`config.mk`:
```
export PLATFORM = sky130hd
export DESIGN_NAME = debug_hub_flat
export DESIGN_NICKNAME = d
export VERILOG_FILES = /design/src/rtl/debug_hub_pkg.sv /design/src/rtl/debug_hub_if.sv /design/src/rtl/debug_hub_wait_tracker.sv /design/src/rtl/debug_hub.sv /design/src/flat_wrapper.sv
export SDC_FILE = /design/constraint.sdc
export NUM_CORES = 1
export LEC_CHECK = 0
export ABC_CLOCK_PERIOD_IN_PS = 1770
export BUFFER_PORTS_ARGS = -buffer_cell sky130_fd_sc_hd__buf_2
export CAP_MARGIN = 20
export CORE_UTILIZATION = 43
export CTS_CLUSTER_DIAMETER = 50
export DETAILED_ROUTE_END_ITERATION = 10
export PLACE_DENSITY = 0.87
export SLEW_MARGIN = 0
export SYNTH_ARGS = -nofsm -noshare
export SYNTH_HDL_FRONTEND = slang
export SYNTH_HIERARCHICAL = 1
export SYNTH_SLANG_ARGS = --single-unit
```
`constraint.sdc`:
```
create_clock -name clock -period 1.77 [get_ports clock]
set_input_delay 0.177 -clock clock [delete_from_list [all_inputs] [get_ports clock]]
set_output_delay 0.177 -clock clock [all_outputs]
set_load 0.02 [all_outputs]
```
`src/rtl/debug_hub_pkg.sv`:
```
// Shared types for the debug hub: host command opcodes, control FSM states
// and the debug register index width.
package debug_hub_pkg;

  localparam int DBG_REG_W = 4;

  typedef enum logic [2:0] {
    OP_RD_DATA   = 3'd0,
    OP_WR_DATA   = 3'd1,
    OP_RD_CODE   = 3'd2,
    OP_WR_CODE   = 3'd3,
    OP_RD_DBG    = 3'd4,
    OP_SET_RESET = 3'd5,
    OP_CONTINUE  = 3'd6,
    OP_STATUS    = 3'd7
  } cmd_op_e;

  typedef enum logic [1:0] {
    ST_IDLE,
    ST_ACCESS,
    ST_LATENCY,
    ST_RESPOND
  } state_e;

  function automatic logic op_is_read(input cmd_op_e op);
    return op inside {OP_RD_DATA, OP_RD_CODE, OP_RD_DBG};
  endfunction

endpackage

```
`src/rtl/debug_hub_if.sv`:
```
// Host command/response channel of the debug hub. The host drives the
// master side, the hub sits on the slave side.
interface debug_hub_if #(
  parameter int WORD_SIZE = 18,
  parameter int ADDR_SIZE = 18
);
  import debug_hub_pkg::*;

  logic                 cmd_valid;
  logic                 cmd_ready;
  cmd_op_e              cmd_op;
  logic [2:0]           cmd_core;
  logic [ADDR_SIZE-1:0] cmd_addr;
  logic [WORD_SIZE-1:0] cmd_wdata;
  logic                 rsp_valid;
  logic [WORD_SIZE-1:0] rsp_data;
  logic                 rsp_err;

  modport master (
    output cmd_valid, cmd_op, cmd_core, cmd_addr, cmd_wdata,
    input  cmd_ready, rsp_valid, rsp_data, rsp_err
  );

  modport slave (
    input  cmd_valid, cmd_op, cmd_core, cmd_addr, cmd_wdata,
    output cmd_ready, rsp_valid, rsp_data, rsp_err
  );

endinterface

```
`src/rtl/debug_hub_wait_tracker.sv`:
```
// Reports each core entering its wait state as a one-cycle event; cores that
// enter together are reported lowest index first, one per cycle.
module debug_hub_wait_tracker #(
  parameter int NUM_CORES = 2
) (
  input  logic                 clock,
  input  logic                 reset,
  input  logic [NUM_CORES-1:0] wait_for_continue,
  output logic                 wait_event,
  output logic [2:0]           wait_event_core
);

  logic [NUM_CORES-1:0] prev_wait;
  logic [NUM_CORES-1:0] pending;
  logic [NUM_CORES-1:0] candidates;
  logic [NUM_CORES-1:0] pick;
  logic [2:0]           pick_idx;

  // A pending entry is dropped as soon as its core leaves the wait state.
  always_comb begin
    candidates = (pending | (wait_for_continue & ~prev_wait)) & wait_for_continue;
    pick       = candidates & (~candidates + NUM_CORES'(1));
    pick_idx   = '0;
    for (int i = 0; i < NUM_CORES; i++) begin
      if (pick[i]) pick_idx = 3'(i);
    end
  end

  always_ff @(posedge clock) begin
    if (reset) begin
      prev_wait       <= '0;
      pending         <= '0;
      wait_event      <= 1'b0;
      wait_event_core <= '0;
    end else begin
      prev_wait       <= wait_for_continue;
      pending         <= candidates & ~pick;
      wait_event      <= |candidates;
      wait_event_core <= pick_idx;
    end
  end

endmodule

```
`src/rtl/debug_hub.sv`:
```
// Host-side debug hub: memory, debug register, reset and continue control
// for NUM_CORES processors. Define DEBUG_HUB_WAIT_EVENT_EN for wait-entry events.
module debug_hub
  import debug_hub_pkg::*;
#(
  parameter int NUM_CORES   = 2,
  parameter int WORD_SIZE   = 18,
  parameter int ADDR_SIZE   = 18,
  parameter int MEM_LATENCY = 1
) (
  input  logic                           clock,
  input  logic                           reset,
  debug_hub_if.slave                     host,
  output logic [NUM_CORES*ADDR_SIZE-1:0] data_address,
  output logic [NUM_CORES*ADDR_SIZE-1:0] code_address,
  output logic [NUM_CORES*WORD_SIZE-1:0] data_write,
  output logic [NUM_CORES*WORD_SIZE-1:0] code_write,
  output logic [NUM_CORES-1:0]           data_wren,
  output logic [NUM_CORES-1:0]           code_wren,
  input  logic [NUM_CORES*WORD_SIZE-1:0] data_read,
  input  logic [NUM_CORES*WORD_SIZE-1:0] code_read,
  output logic [NUM_CORES-1:0]           processor_reset,
  input  logic [NUM_CORES-1:0]           wait_for_continue,
  output logic [NUM_CORES-1:0]           wait_continue_execution,
  output logic [NUM_CORES-1:0]           debug_get_param,
  output logic [DBG_REG_W-1:0]           debug_reg_addr,
  input  logic [NUM_CORES*WORD_SIZE-1:0] debug_data_out,
  output logic                           wait_event,
  output logic [2:0]                     wait_event_core
);

  localparam logic [1:0] LAT_LAST = 2'(MEM_LATENCY - 1);

  state_e               state, state_next;
  cmd_op_e              op_q;
  logic [2:0]           core_q;
  logic                 set_val_q;
  logic [1:0]           lat_cnt;
  logic                 accept;
  logic                 core_ok;
  logic [NUM_CORES-1:0] core_sel;
  logic [NUM_CORES-1:0] accept_sel;
  logic [WORD_SIZE-1:0] read_sel;
  logic [WORD_SIZE-1:0] status_word;

  assign accept     = host.cmd_valid && host.cmd_ready;
  assign core_ok    = {1'b0, core_q} < 4'(NUM_CORES);
  assign core_sel   = core_ok ? (NUM_CORES'(1) << core_q) : '0;
  assign accept_sel = ({1'b0, host.cmd_core} < 4'(NUM_CORES)) ?
                      (NUM_CORES'(1) << host.cmd_core) : '0;

  // NOTE: every always_comb output gets a default first so no latch is inferred.
  always_comb begin
    read_sel = '0;
    for (int i = 0; i < NUM_CORES; i++) begin
      if (core_sel[i]) begin
        case (op_q)
          OP_RD_DATA: read_sel = data_read[i*WORD_SIZE +: WORD_SIZE];
          OP_RD_CODE: read_sel = code_read[i*WORD_SIZE +: WORD_SIZE];
          OP_RD_DBG:  read_sel = debug_data_out[i*WORD_SIZE +: WORD_SIZE];
          default:    ;
        endcase
      end
    end
    status_word = '0;
    status_word[2*NUM_CORES-1:0] = {processor_reset, wait_for_continue};
  end

  // NOTE: sequential state uses non-blocking assignments only.
  always_ff @(posedge clock) begin
    if (reset) state <= ST_IDLE;
    else       state <= state_next;
  end

  always_comb begin
    state_next = state;
    case (state)
      ST_IDLE:    if (accept) state_next = ST_ACCESS;
      ST_ACCESS:  state_next = (core_ok && op_is_read(op_q)) ? ST_LATENCY : ST_RESPOND;
      ST_LATENCY: if (lat_cnt == LAT_LAST) state_next = ST_RESPOND;
      ST_RESPOND: state_next = ST_IDLE;
      default:    state_next = ST_IDLE;
    endcase
  end

  // Strobes are decoded from the state so a reset mid-command kills them at once.
  always_comb begin
    host.cmd_ready          = (state == ST_IDLE);
    host.rsp_valid          = (state == ST_RESPOND);
    data_wren               = '0;
    code_wren               = '0;
    wait_continue_execution = '0;
    debug_get_param         = '0;
    if (state == ST_ACCESS) begin
      if (op_q == OP_WR_DATA)  data_wren = core_sel;
      if (op_q == OP_WR_CODE)  code_wren = core_sel;
      if (op_q == OP_CONTINUE) wait_continue_execution = core_sel & wait_for_continue;
    end
    if ((state == ST_ACCESS || state == ST_LATENCY) && op_q == OP_RD_DBG)
      debug_get_param = core_sel;
  end

  // NOTE: port-b address/data registers are plain registers, so they take a reset value.
  always_ff @(posedge clock) begin
    if (reset) begin
      op_q            <= OP_RD_DATA;
      core_q          <= '0;
      set_val_q       <= 1'b0;
      lat_cnt         <= '0;
      host.rsp_data   <= '0;
      host.rsp_err    <= 1'b0;
      processor_reset <= '1;
      data_address    <= '0;
      code_address    <= '0;
      data_write      <= '0;
      code_write      <= '0;
      debug_reg_addr  <= '0;
    end else begin
      case (state)
        ST_IDLE: begin
          if (accept) begin
            op_q      <= host.cmd_op;
            core_q    <= host.cmd_core;
            set_val_q <= host.cmd_wdata[0];
            lat_cnt   <= '0;
            for (int i = 0; i < NUM_CORES; i++) begin
              if (accept_sel[i]) begin
                if (host.cmd_op inside {OP_RD_DATA, OP_WR_DATA})
                  data_address[i*ADDR_SIZE +: ADDR_SIZE] <= host.cmd_addr;
                if (host.cmd_op inside {OP_RD_CODE, OP_WR_CODE})
                  code_address[i*ADDR_SIZE +: ADDR_SIZE] <= host.cmd_addr;
                if (host.cmd_op == OP_WR_DATA)
                  data_write[i*WORD_SIZE +: WORD_SIZE] <= host.cmd_wdata;
                if (host.cmd_op == OP_WR_CODE)
                  code_write[i*WORD_SIZE +: WORD_SIZE] <= host.cmd_wdata;
              end
            end
            if (host.cmd_op == OP_RD_DBG && |accept_sel)
              debug_reg_addr <= host.cmd_addr[DBG_REG_W-1:0];
          end
        end
        ST_ACCESS: begin
          host.rsp_err  <= !core_ok;
          host.rsp_data <= '0;
          if (core_ok) begin
            case (op_q)
              OP_SET_RESET: processor_reset <= (processor_reset & ~core_sel) |
                                               (set_val_q ? core_sel : '0);
              OP_CONTINUE:  host.rsp_err <= ~|(core_sel & wait_for_continue);
              OP_STATUS:    host.rsp_data <= status_word;
              default:      ;
            endcase
          end
        end
        ST_LATENCY: begin
          lat_cnt <= lat_cnt + 2'd1;
          if (lat_cnt == LAT_LAST) host.rsp_data <= read_sel;
        end
        default: ;
      endcase
    end
  end

`ifdef DEBUG_HUB_WAIT_EVENT_EN
  debug_hub_wait_tracker #(
    .NUM_CORES (NUM_CORES)
  ) u_wait_tracker (
    .clock             (clock),
    .reset             (reset),
    .wait_for_continue (wait_for_continue),
    .wait_event        (wait_event),
    .wait_event_core   (wait_event_core)
  );
`else
  assign wait_event      = 1'b0;
  assign wait_event_core = '0;
`endif

endmodule

```
`src/flat_wrapper.sv`:
```
// flat-port wrapper written by rule: the top's interface ports become plain ports
module debug_hub_flat import debug_hub_pkg::*;
#(
  parameter int NUM_CORES   = 2,
  parameter int WORD_SIZE   = 18,
  parameter int ADDR_SIZE   = 18,
  parameter int MEM_LATENCY = 1
)
  (clock, reset, data_address, code_address, data_write, code_write, data_wren, code_wren, data_read, code_read, processor_reset, wait_for_continue, wait_continue_execution, debug_get_param, debug_reg_addr, debug_data_out, wait_event, wait_event_core, host_cmd_valid, host_cmd_op, host_cmd_core, host_cmd_addr, host_cmd_wdata, host_cmd_ready, host_rsp_valid, host_rsp_data, host_rsp_err);
  debug_hub_if #(.WORD_SIZE(WORD_SIZE), .ADDR_SIZE(ADDR_SIZE)) host_i ();
  input  logic clock;
  input  logic reset;
  output logic [NUM_CORES*ADDR_SIZE-1:0] data_address;
  output logic [NUM_CORES*ADDR_SIZE-1:0] code_address;
  output logic [NUM_CORES*WORD_SIZE-1:0] data_write;
  output logic [NUM_CORES*WORD_SIZE-1:0] code_write;
  output logic [NUM_CORES-1:0] data_wren;
  output logic [NUM_CORES-1:0] code_wren;
  input  logic [NUM_CORES*WORD_SIZE-1:0] data_read;
  input  logic [NUM_CORES*WORD_SIZE-1:0] code_read;
  output logic [NUM_CORES-1:0] processor_reset;
  input  logic [NUM_CORES-1:0] wait_for_continue;
  output logic [NUM_CORES-1:0] wait_continue_execution;
  output logic [NUM_CORES-1:0] debug_get_param;
  output logic [DBG_REG_W-1:0] debug_reg_addr;
  input  logic [NUM_CORES*WORD_SIZE-1:0] debug_data_out;
  output logic wait_event;
  output logic [2:0] wait_event_core;
  input wire logic [$bits(host_i.cmd_valid)-1:0] host_cmd_valid;
  input wire logic [$bits(host_i.cmd_op)-1:0] host_cmd_op;
  input wire logic [$bits(host_i.cmd_core)-1:0] host_cmd_core;
  input wire logic [$bits(host_i.cmd_addr)-1:0] host_cmd_addr;
  input wire logic [$bits(host_i.cmd_wdata)-1:0] host_cmd_wdata;
  output wire logic [$bits(host_i.cmd_ready)-1:0] host_cmd_ready;
  output wire logic [$bits(host_i.rsp_valid)-1:0] host_rsp_valid;
  output wire logic [$bits(host_i.rsp_data)-1:0] host_rsp_data;
  output wire logic [$bits(host_i.rsp_err)-1:0] host_rsp_err;
  assign host_i.cmd_valid = host_cmd_valid;
  assign host_i.cmd_op = host_cmd_op;
  assign host_i.cmd_core = host_cmd_core;
  assign host_i.cmd_addr = host_cmd_addr;
  assign host_i.cmd_wdata = host_cmd_wdata;
  assign host_cmd_ready = host_i.cmd_ready;
  assign host_rsp_valid = host_i.rsp_valid;
  assign host_rsp_data = host_i.rsp_data;
  assign host_rsp_err = host_i.rsp_err;
  debug_hub #(.NUM_CORES(NUM_CORES), .WORD_SIZE(WORD_SIZE), .ADDR_SIZE(ADDR_SIZE), .MEM_LATENCY(MEM_LATENCY)) u_core (.clock(clock), .reset(reset), .host(host_i), .data_address(data_address), .code_address(code_address), .data_write(data_write), .code_write(code_write), .data_wren(data_wren), .code_wren(code_wren), .data_read(data_read), .code_read(code_read), .processor_reset(processor_reset), .wait_for_continue(wait_for_continue), .wait_continue_execution(wait_continue_execution), .debug_get_param(debug_get_param), .debug_reg_addr(debug_reg_addr), .debug_data_out(debug_data_out), .wait_event(wait_event), .wait_event_core(wait_event_core));
endmodule
```
==> results.tsv, run 1 <==
metric	value	unit
status	complete, but fails checks	
failed_checks	negative setup slack	
grt_max_degree	107	
synth_fa_ha_area_share	0.8245	%
synth-simple-area-share	13.79	%
ys_types	44	
yosys_warnings	6	
skew	0.009586	ns
synth_common_cells	mux2i_1 (190), dfxtp_1 (180), nor2_1 (168)	
final_core_util	61.33	%
numCtsBuffers	17	
synth-async-reset-ratio	0	%
dp_hpwl	16.94	mm
clock.fmax	0.5573	GHz
root_buffer	clkbuf_16	
ant_nets	0	
die-area	0.01818	mm²
grt-ovfl-total	0	
htreeDepth	4	
syn_area_per_cell	9.777	µm²
final_cells	1356	
grt_first_pass_wirelength	33.73	mm
hold_path_class	in2reg	
port_buffers	333	
netlist.area_leader.share	47.49	%
r2r_end	u_core/data_address[31]$_SDFFE_PP0P_	
powerDensity	1001	mW/mm²
path_clk_slew	0.07	ns
fin_setup_tns	-0.1191	ns
holdPathEnd	u_core/code_write[34]$_SDFFE_PP0P_	
synth-seq-cells	180	
fp.coreArea	0.01724	mm²
crit_fanout	3	
cts_tree	yes	
worst_skew_pair.late_latency	0.43	ns
fin_nets	1276	
die_x	134.8	µm
rrSetupSlack	-0.02	ns
drt_iter0_drc	312	
area_delta_synth_final	39.33	%
rr_worst_depth	7	
start_util	44.02	%
yosys.area.top_type	dfxtp_1	
grt_pass1_vias	6640	
slew_violations	0	
synth_compound_area_share	7.173	%
drtPass1Iterations	4	
cp_data_arrival_time	1.62	ns
synth_area	0.007587	mm²
drive_above_1_share	39.86	%
place_congestion	0.8620	
drc	0	
end_kind	output pin	
antenna_found_initial	3	
final_cell_area	0.01057	mm²
synth_mux_area_share	25.96	%
timing.hold.ws	0.03229	ns
final-hold-violation-count	0	
synth_edf_count	0	
clkSinkCount	180	
maxCapViolCount	0	
setup_ws	-0.02451	ns
vias	7035	
yosys-top-cells-area	dfxtp_1 (47%), mux2i_1 (25%), nor2_1 (8.3%)	
rr_startpoint	u_core/state[0]$_SDFFE_PP0P_	
tightest_slew	0.4968	ns
hp-start	host_cmd_wdata[16]	
clock_path_buffers	2	
period_minus_slack	1.795	ns
power	10.58	mW
wl	23.45	mm
seq_area_frac_synth	47.49	%
fp-row-count	48	
synth_xor_area_share	0	%
syn_inst	776	
setup_viol	9	
routedWlPerCell	17.29	µm
synth_top_family_by_area	multiplexers	
period_share	101.4	%
yosysMostFrequentCell	mux2i_1	
criticalPathCategory	reg2out	
grt_setup_unrepaired	yes	
fill_cells	1441	
grt.total_usage	24.06	%
vias_per_cell	5.188	
ir_drop	0.0006803	V
startpoint_type	flip-flop	
dp_slack	-0.01751	ns
min_path_cells	3	
dp.cells	1308	
die_y	134.8	µm
ctsHoldBuffers	0	
dpl_cell_area	0.009627	mm²
ys.flop_type	dfxtp_1	
pin_count	338	
p_leak	5.258	nW
slew_headroom	66.73	%
required	1.59	ns
-- cell families after synthesis --
kind of cell               after synthesis
and+or+nand+nor                        242
muxes                                  196
DFF                                    180
AOI/OAI and AO/OA                       84
buffers and inverters                   68
adders and majority gates                5
other                                    1
-- cell usage in the layout, fill, tap and decap left out, types with 3 or more instances in the layout --
cell	count
a31oi_1	4
nor2_4	3
conb_1	4
a32o_1	11
o21ai_0	17
buf_6	10
dfxtp_1	175
mux2_2	6
nand2_1	33
inv_6	3
nor2_1	165
ha_1	3
and2_1	4
a21oi_1	23
o22ai_1	11
inv_8	4
inv_1	5
dfxtp_4	3
buf_12	10
mux2i_1	188
o211ai_1	11
clkbuf_16	20
buf_2	325
nand3_1	4
buf_4	30
nand2_4	3
inv_4	3
-- worst max-delay path by stage --
| stage | startpoint | end | depth (start not counted) |
|---|---|---|---|
| 3_5_place_dp | u_core/state[0]$_SDFFE_PP0P_ | u_core/data_address[18]$_SDFFE_PP0P_ | 7 |
| 3_3_place_gp | u_core/state[0]$_SDFFE_PP0P_ | u_core/data_address[20]$_SDFFE_PP0P_ | 7 |
| 5_1_grt | u_core/core_q[1]$_SDFFE_PP0P_ | data_wren[1] | 5 |
| 6_report | u_core/core_q[1]$_SDFFE_PP0P_ | data_wren[1] | 5 |
| 4_1_cts | u_core/state[1]$_SDFFE_PP0P_ | data_wren[1] | 6 |
| 2_1_floorplan | u_core/state[0]$_SDFFE_PP0P_ | u_core/data_address[25]$_SDFFE_PP0P_ | 8 |
-- cell type report --
| class | instances | area (µm²) | area share, % |
|---|---|---|---|
| multi-input cells | 531 | 3812 | 36.06 |
| clock buffers | 18 | 439.2 | 4.154 |
| diodes | 2 | 5.005 | 0.04734 |
| clock inverters | 14 | 138.9 | 1.314 |
| well taps | 225 | 281.5 | 2.663 |
| flip-flops and latches | 180 | 3617 | 34.22 |
| repair buffers | 378 | 2240 | 21.19 |
| inverters | 8 | 37.54 | 0.3551 |
-- critical path, cell delays in order, from the launching register on --
cell,delay (ns)
dfxtp_1,0.35
nor2_4,0.15
nand2_2,0.13
nor4_4,0.28
buf_4,0.17
buf_6,0.11
-- registers in the layout (all words and copies together), names as in the netlist, named ones only --
name	cells
u_core/data_write	36
u_core/debug_reg_addr	4
u_core/code_address	36
u_core/core_q	3
u_core/lat_cnt	2
u_core/op_q	3
u_core/code_write	36
u_core/state	2
u_core/host.rsp_data	18
u_core/set_val_q	1
u_core/host.rsp_err	1
u_core/data_address	36
-- routing by layer --
| layer | share of wire (%) | vias up | global-route usage, % |
|---|---|---|---|
| met5 | 0.047 | - | 0 |
| met4 | 3.1 | 2 | 10.11 |
| met3 | 8.1 | 46 | 7.207 |
| met2 | 51 | 285 | 44.39 |
| met1 | 37 | 3344 | 25.22 |
| li1 | - | 3358 | - |
-- where the power goes --
group	internal, mW	switching (mW)
registers	4.23	0.124
clock network	1.91	1.75
logic	1.11	1.47
total	7.24	3.34
-- what timing repair did --
item                       CTS  global route
gates cloned                 0             4
pin swaps                    8            12
setup buffers                7             3
setup endpoints to repair   17            73
hold endpoints to repair     0             0
gates resized for setup     34            22
Power figures use the tool's default switching activity.
==> run 2: changes to the inputs <==
- SKIP_LAST_GASP: unset -> 1
==> run 2 against run 1 <==
The flow still finishes with violations (negative setup slack). Register-to-register slack hardly changed. Sequential cell count stayed put. Hold slack is essentially flat. Clock-buffer cell count unchanged. Global-route usage increased by 0.073 points. Highest routed layer unchanged.
==> results.tsv, run 2 (synthesized netlist as in run 1, its figures left out) <==
metric	value	unit	change
failed_checks	negative setup slack		
port_buffers	333		unchanged
cts_tree	yes		
antenna_found_initial	3		unchanged
ant_nets	0		unchanged
vias	7018		-0.24%
hp-start	host_cmd_wdata[16]		
routedWlPerCell	17.25	µm	-0.23%
tightest_slew	0.4971	ns	+0.0002823 ns
r2r_end	u_core/data_address[30]$_SDFFE_PP0P_		
clock.fmax	0.5559	GHz	-0.25%
hold_path_class	in2reg		
final-hold-violation-count	0		unchanged
final_cell_mix	buf_2 (325), mux2i_1 (189), dfxtp_1 (174)		
final_common_cell	buf_2		
end_kind	flip-flop		
setup_viol	16		+7
fill_cells	1442		+0.069%
vias_per_cell	5.176		-0.24%
crit_chain	inv_4 -> ha_4 -> nand4bb_4 -> or4_4 -> clkbuf_16 -> mux2i_1 -> nor2_1		
powerDensity	998.0	mW/mm²	-0.30%
die-area	0.01818	mm²	unchanged
rr_worst_depth	7		unchanged
startpoint_type	flip-flop		
period_minus_slack	1.799	ns	+0.004449 ns
htreeDepth	4		unchanged
status	complete, but fails checks		
slew_headroom	66.71	%	about the same
grt_pass1_vias	6658		+0.27%
final_core_util	61.29	%	about the same
period_share	101.6	%	+0.25 points
place_congestion	0.8620		unchanged
fin_setup_tns	-0.1679	ns	-0.04881 ns
dp_hpwl	16.94	mm	unchanged
drc	0		unchanged
grt_first_pass_wirelength	33.92	mm	+0.57%
area_delta_synth_final	39.23	%	about the same
die_x	134.8	µm	unchanged
min_path_cells	3		unchanged
start_util	44.02	%	unchanged
maxCapViolCount	0		unchanged
fp.coreArea	0.01724	mm²	unchanged
wl	23.39	mm	-0.23%
required	2.07	ns	+0.48 ns
worst_skew_pair.late_latency	0.43	ns	about the same
drtPass1Iterations	5		+1
clkSinkCount	180		unchanged
cp_data_arrival_time	2.10	ns	+0.48 ns
drive_above_1_share	39.59	%	-0.27 points
slew_violations	0		unchanged
rrSetupSlack	-0.03	ns	about the same
grt.total_usage	24.13	%	+0.073 points
grt-ovfl-total	0		unchanged
die_y	134.8	µm	unchanged
criticalPathCategory	reg2reg		
path_clk_slew	0.07	ns	about the same
power	10.54	mW	-0.37%
skew	0.01629	ns	+0.006701 ns
grt_max_degree	107		unchanged
rr_startpoint	u_core/state[0]$_SDFFE_PP0P_		
fp-row-count	48		unchanged
crit_fanout	9		+6
pin_count	338		unchanged
fin_nets	1276		unchanged
grt_setup_unrepaired	yes		
p_leak	5.267	nW	+0.17%
drt_iter0_drc	249		-20%
slowest_delay	0.51	ns	+0.16 ns
numCtsBuffers	17		unchanged
clock_path_buffers	2		unchanged
cp_slowest_cell	or4_4		
holdPathEnd	u_core/code_write[34]$_SDFFE_PP0P_		
setup_ws	-0.02896	ns	-0.004449 ns
ir_drop	0.0006832	V	+0.43%
root_buffer	clkbuf_16		
ctsHoldBuffers	0		unchanged
run 2: cell count changes in the layout (fill, tap and decap cells not counted), sizes merged:
cell / delta
buf: -1
clkbuf: +1
run 2: power by group:
part	internal, mW	switching [mW]	leakage [nW]
logic	1.09	1.45	3.53
clock network	1.91	1.75	0.284
registers	4.23	0.122	1.46
total	7.22	3.32	5.27
run 2: how the worst max path moves through the flow:
stage	from	depth (start not counted)	to	slack (ns)
2_1_floorplan	u_core/state[0]$_SDFFE_PP0P_	8	u_core/data_address[25]$_SDFFE_PP0P_	0.004
4_1_cts	u_core/state[1]$_SDFFE_PP0P_	6	data_wren[1]	-0.04
6_report	u_core/state[0]$_SDFFE_PP0P_	7	u_core/data_address[30]$_SDFFE_PP0P_	-0.03
5_1_grt	u_core/state[0]$_SDFFE_PP0P_	7	u_core/data_address[19]$_SDFFE_PP0P_	-0.09
3_5_place_dp	u_core/state[0]$_SDFFE_PP0P_	7	u_core/data_address[18]$_SDFFE_PP0P_	-0.02
3_3_place_gp	u_core/state[0]$_SDFFE_PP0P_	7	u_core/data_address[20]$_SDFFE_PP0P_	0.04
run 2: timing repair:
item / CTS / global route
buffers inserted: 7 / 2
pin swaps: 8 / 9
gates cloned: 0 / 5
endpoints found under the hold margin: 0 / 0
setup endpoints to repair: 17 / 76
gates resized for setup: 31 / 19
run 2: area by class of cell:
cell class                 count  area (µm²)  area share (%)
antenna                        2       5.005         0.04738
timing repair buffer         378        2253           21.33
tap                          225       281.5           2.665
clock buffer                  18       439.2           4.157
sequential                   180        3616           34.23
multi-input combinational    531        3792           35.90
clock inverter                14       138.9           1.315
inverter                       8       37.54          0.3553
run 2: critical path: cells and delay by family, from the launching register on:
family,cells,cell delay (ns)
adder cells (fa/ha/maj),1,0.14
buffers and inverters,2,0.28
flip-flops,1,0.37
multiplexers,1,0.16
AND/OR/NAND/NOR,3,0.73
run 2: per-layer routing:
metal,vias to the layer above,global-route usage (%),wire [µm]
met5,-,0,11
met4,2,10.92,712
met3,48,7.583,1936
met2,286,43.67,11940
met1,3330,25.48,8794
li1,3352,-,-
run 2: per-stage QoR:
stage               instances  hold WS [ns]  cell area, µm²  setup WS [ns]
detailed placement       1308        0.4453            9627       -0.01751
finish                   1356       0.03190           10560       -0.02896
global placement         1308        0.4292            9627        0.03947
global route             1355       0.02638           10560       -0.09289
CTS                      1347       0.01697           10360       -0.03925
floorplan                 779        0.3130            7626       0.004149
==> run 3: changes to the inputs <==
- CORE_MARGIN: unset -> 2
- CORE_UTILIZATION: 43 -> 30
- MAX_ROUTING_LAYER: unset -> met4
- PLACE_DENSITY: 0.87 -> 0.67
==> run 3 against run 2 <==
The run now ends clean. Global-route usage shrank 6.3 points. Critical path depth fell by 2. Sequential power about the same. Critical endpoint is now debug_get_param[0]. Highest routed layer is now met4. Clock power up 8.7%. Largest cell class unchanged. Via count fell by 1.8%. Maximum frequency increased by 3.1%. Setup slack improved by 0.055 ns. Critical path type is now reg2out. Largest power group unchanged. Clock-buffer cell count decreased by 1.
==> results.tsv, run 3 (synthesized netlist as in run 1, its figures left out) <==
metric	value	unit	change
status	finished clean		
htreeDepth	4		unchanged
period_share	98.55	%	-3.1 points
routedWlPerCell	17.04	µm	-1.2%
slowest_delay	0.41	ns	-0.10 ns
grt-ovfl-total	0		unchanged
criticalPathCategory	reg2out		
startpoint_type	flip-flop		
drt_iter0_drc	312		+25%
slew_violations	0		unchanged
r2r_end	u_core/data_address[31]$_SDFFE_PP0P_		
root_buffer	clkbuf_16		
powerDensity	1020	mW/mm²	+2.2%
drc	0		unchanged
ant_nets	0		unchanged
ctsHoldBuffers	0		unchanged
timing.hold.ws	0.03186	ns	-0.00003500 ns
rr_worst_depth	7		unchanged
grt.total_usage	17.85	%	-6.3 points
path_clk_slew	0.07	ns	about the same
worst-path-buf-inv	2		unchanged
clkSinkCount	180		unchanged
slew_headroom	64.54	%	-2.2 points
cp_slowest_cell	or3b_4		
maxCapViolCount	0		unchanged
port_buffers	333		unchanged
start_util	30.30	%	-14 points
rrSetupSlack	0.03	ns	+0.05 ns
area_delta_synth_final	40.88	%	
fp-row-count	58		+21%
hp-start	host_cmd_op[0]		
fin_nets	1273		-0.24%
gr-usage-met1	20.96	%	-4.5 points
pin_count	338		unchanged
p_leak	5.245	nW	-0.43%
vias_per_cell	4.734		-8.5%
antenna_found_initial	0		-3
setup_viol	0		-16
drtPass1Iterations	4		-1
fill_cells	2433		+69%
fp.coreArea	0.02504	mm²	+45%
worst_skew_pair.late_latency	0.42	ns	about the same
grt_setup_unrepaired	yes		
wl	24.81	mm	+6.0%
cts_tree	yes		
grt_busiest_layer	met2		
final_cell_mix	buf_2 (327), mux2i_1 (188), dfxtp_1 (174)		
final_core_util	42.69	%	-19 points
cp.depth	5		-2
power	10.91	mW	+3.4%
place_congestion	0.7975		-7.5%
grt_max_degree	115		+7.5%
final-seq-area	0.003621	mm²	+0.14%
grt_pass1_vias	6446		-3.2%
cp_data_arrival_time	1.57	ns	-0.53 ns
grtUsageMet2	30.30	%	-13 points
die_y	163.0	µm	+21%
final_common_cell	buf_2		
ir_drop	0.0005602	V	-18%
period_minus_slack	1.744	ns	-0.05455 ns
clock.fmax	0.5733	GHz	+3.1%
crit_chain	or3b_4 -> inv_4 -> nand2_4 -> nor2_4 -> buf_6		
min_path_cells	3		unchanged
rr_startpoint	u_core/state[0]$_SDFFE_PP0P_		
gr-usage-met3	4.495	%	-3.1 points
final-hold-violation-count	0		unchanged
numCtsBuffers	17		unchanged
path_delay_family	simple AND/OR/NAND/NOR gates		
hold_path_class	in2reg		
die-area	0.02658	mm²	+46%
die_x	163.0	µm	+21%
dp_hpwl	17.73	mm	+4.7%
crit_fanout	5		-4
grt_first_pass_wirelength	35.74	mm	+5.4%
drive_above_1_share	39.88	%	+0.28 points
skew	0.01284	ns	-0.003448 ns
required	1.59	ns	-0.48 ns
tightest_slew	0.5319	ns	+0.03481 ns
holdPathEnd	u_core/op_q[0]$_SDFFE_PP0P_		
clock_path_buffers	2		unchanged
multiInputGateArea	0.003797	mm²	+0.13%
end_kind	output pin		
vias	6892		-1.8%
antennaDiodeCount	0		-2
run 3: metal layers:
layer  share of wire, %  routed length (µm)  vias to the layer above
met1                 42               10380                     3254
met2                 49               12250                      260
met4                1.7                 426                        0
li1                   -                   -                     3359
met3                7.1                1756                       19
met5                  0                   0                        -
run 3: metrics by stage:
step	TNS, ns	instances	setup WS [ns]	cell area [µm²]
after floorplan	0	779	0.004149	7626
after global placement	0	1414	0.05185	9753
after detailed placement	0	1414	0.02174	9753
after CTS	-0.02668	1446	-0.01599	10430
after global routing	-2.360	1456	-0.08847	10690
final	0	1456	0.02559	10690
run 3: worst max path at each step:
stage | endpoint | start
finish | debug_get_param[0] | u_core/op_q[1]$_SDFFE_PP0P_
global route | u_core/data_address[28]$_SDFFE_PP0P_ | u_core/state[0]$_SDFFE_PP0P_
CTS | debug_get_param[1] | u_core/op_q[0]$_SDFFE_PP0P_
detailed placement | u_core/data_address[31]$_SDFFE_PP0P_ | u_core/state[0]$_SDFFE_PP0P_
global placement | u_core/data_address[21]$_SDFFE_PP0P_ | u_core/state[1]$_SDFFE_PP0P_
floorplan | u_core/data_address[25]$_SDFFE_PP0P_ | u_core/state[0]$_SDFFE_PP0P_
run 3: repair_timing:
item / 4_1_cts / 5_1_grt
setup buffers: 0 / 5
cloned: 0 / 5
setup endpoints to repair: 9 / 92
pin swaps: 2 / 11
resized for setup: 19 / 36
run 3: layout make-up:
cell class	count	area share (%)
multi-input cells	531	35.53
flip-flops and latches	180	33.88
repair buffers	375	20.63
clock buffers	17	3.980
well taps	330	3.863
clock inverters	15	1.779
inverters	8	0.3512
run 3: power breakdown:
part           internal (mW)  switching (mW)
sequential              4.23           0.129
combinational           1.10            1.47
clock                   2.15            1.82
total                   7.48            3.42
run 3: tightest hold or removal path, cell delays in order:
cell,delay [ns]
buf_2,0.12
nand2_1,0.06
a21oi_1,0.05
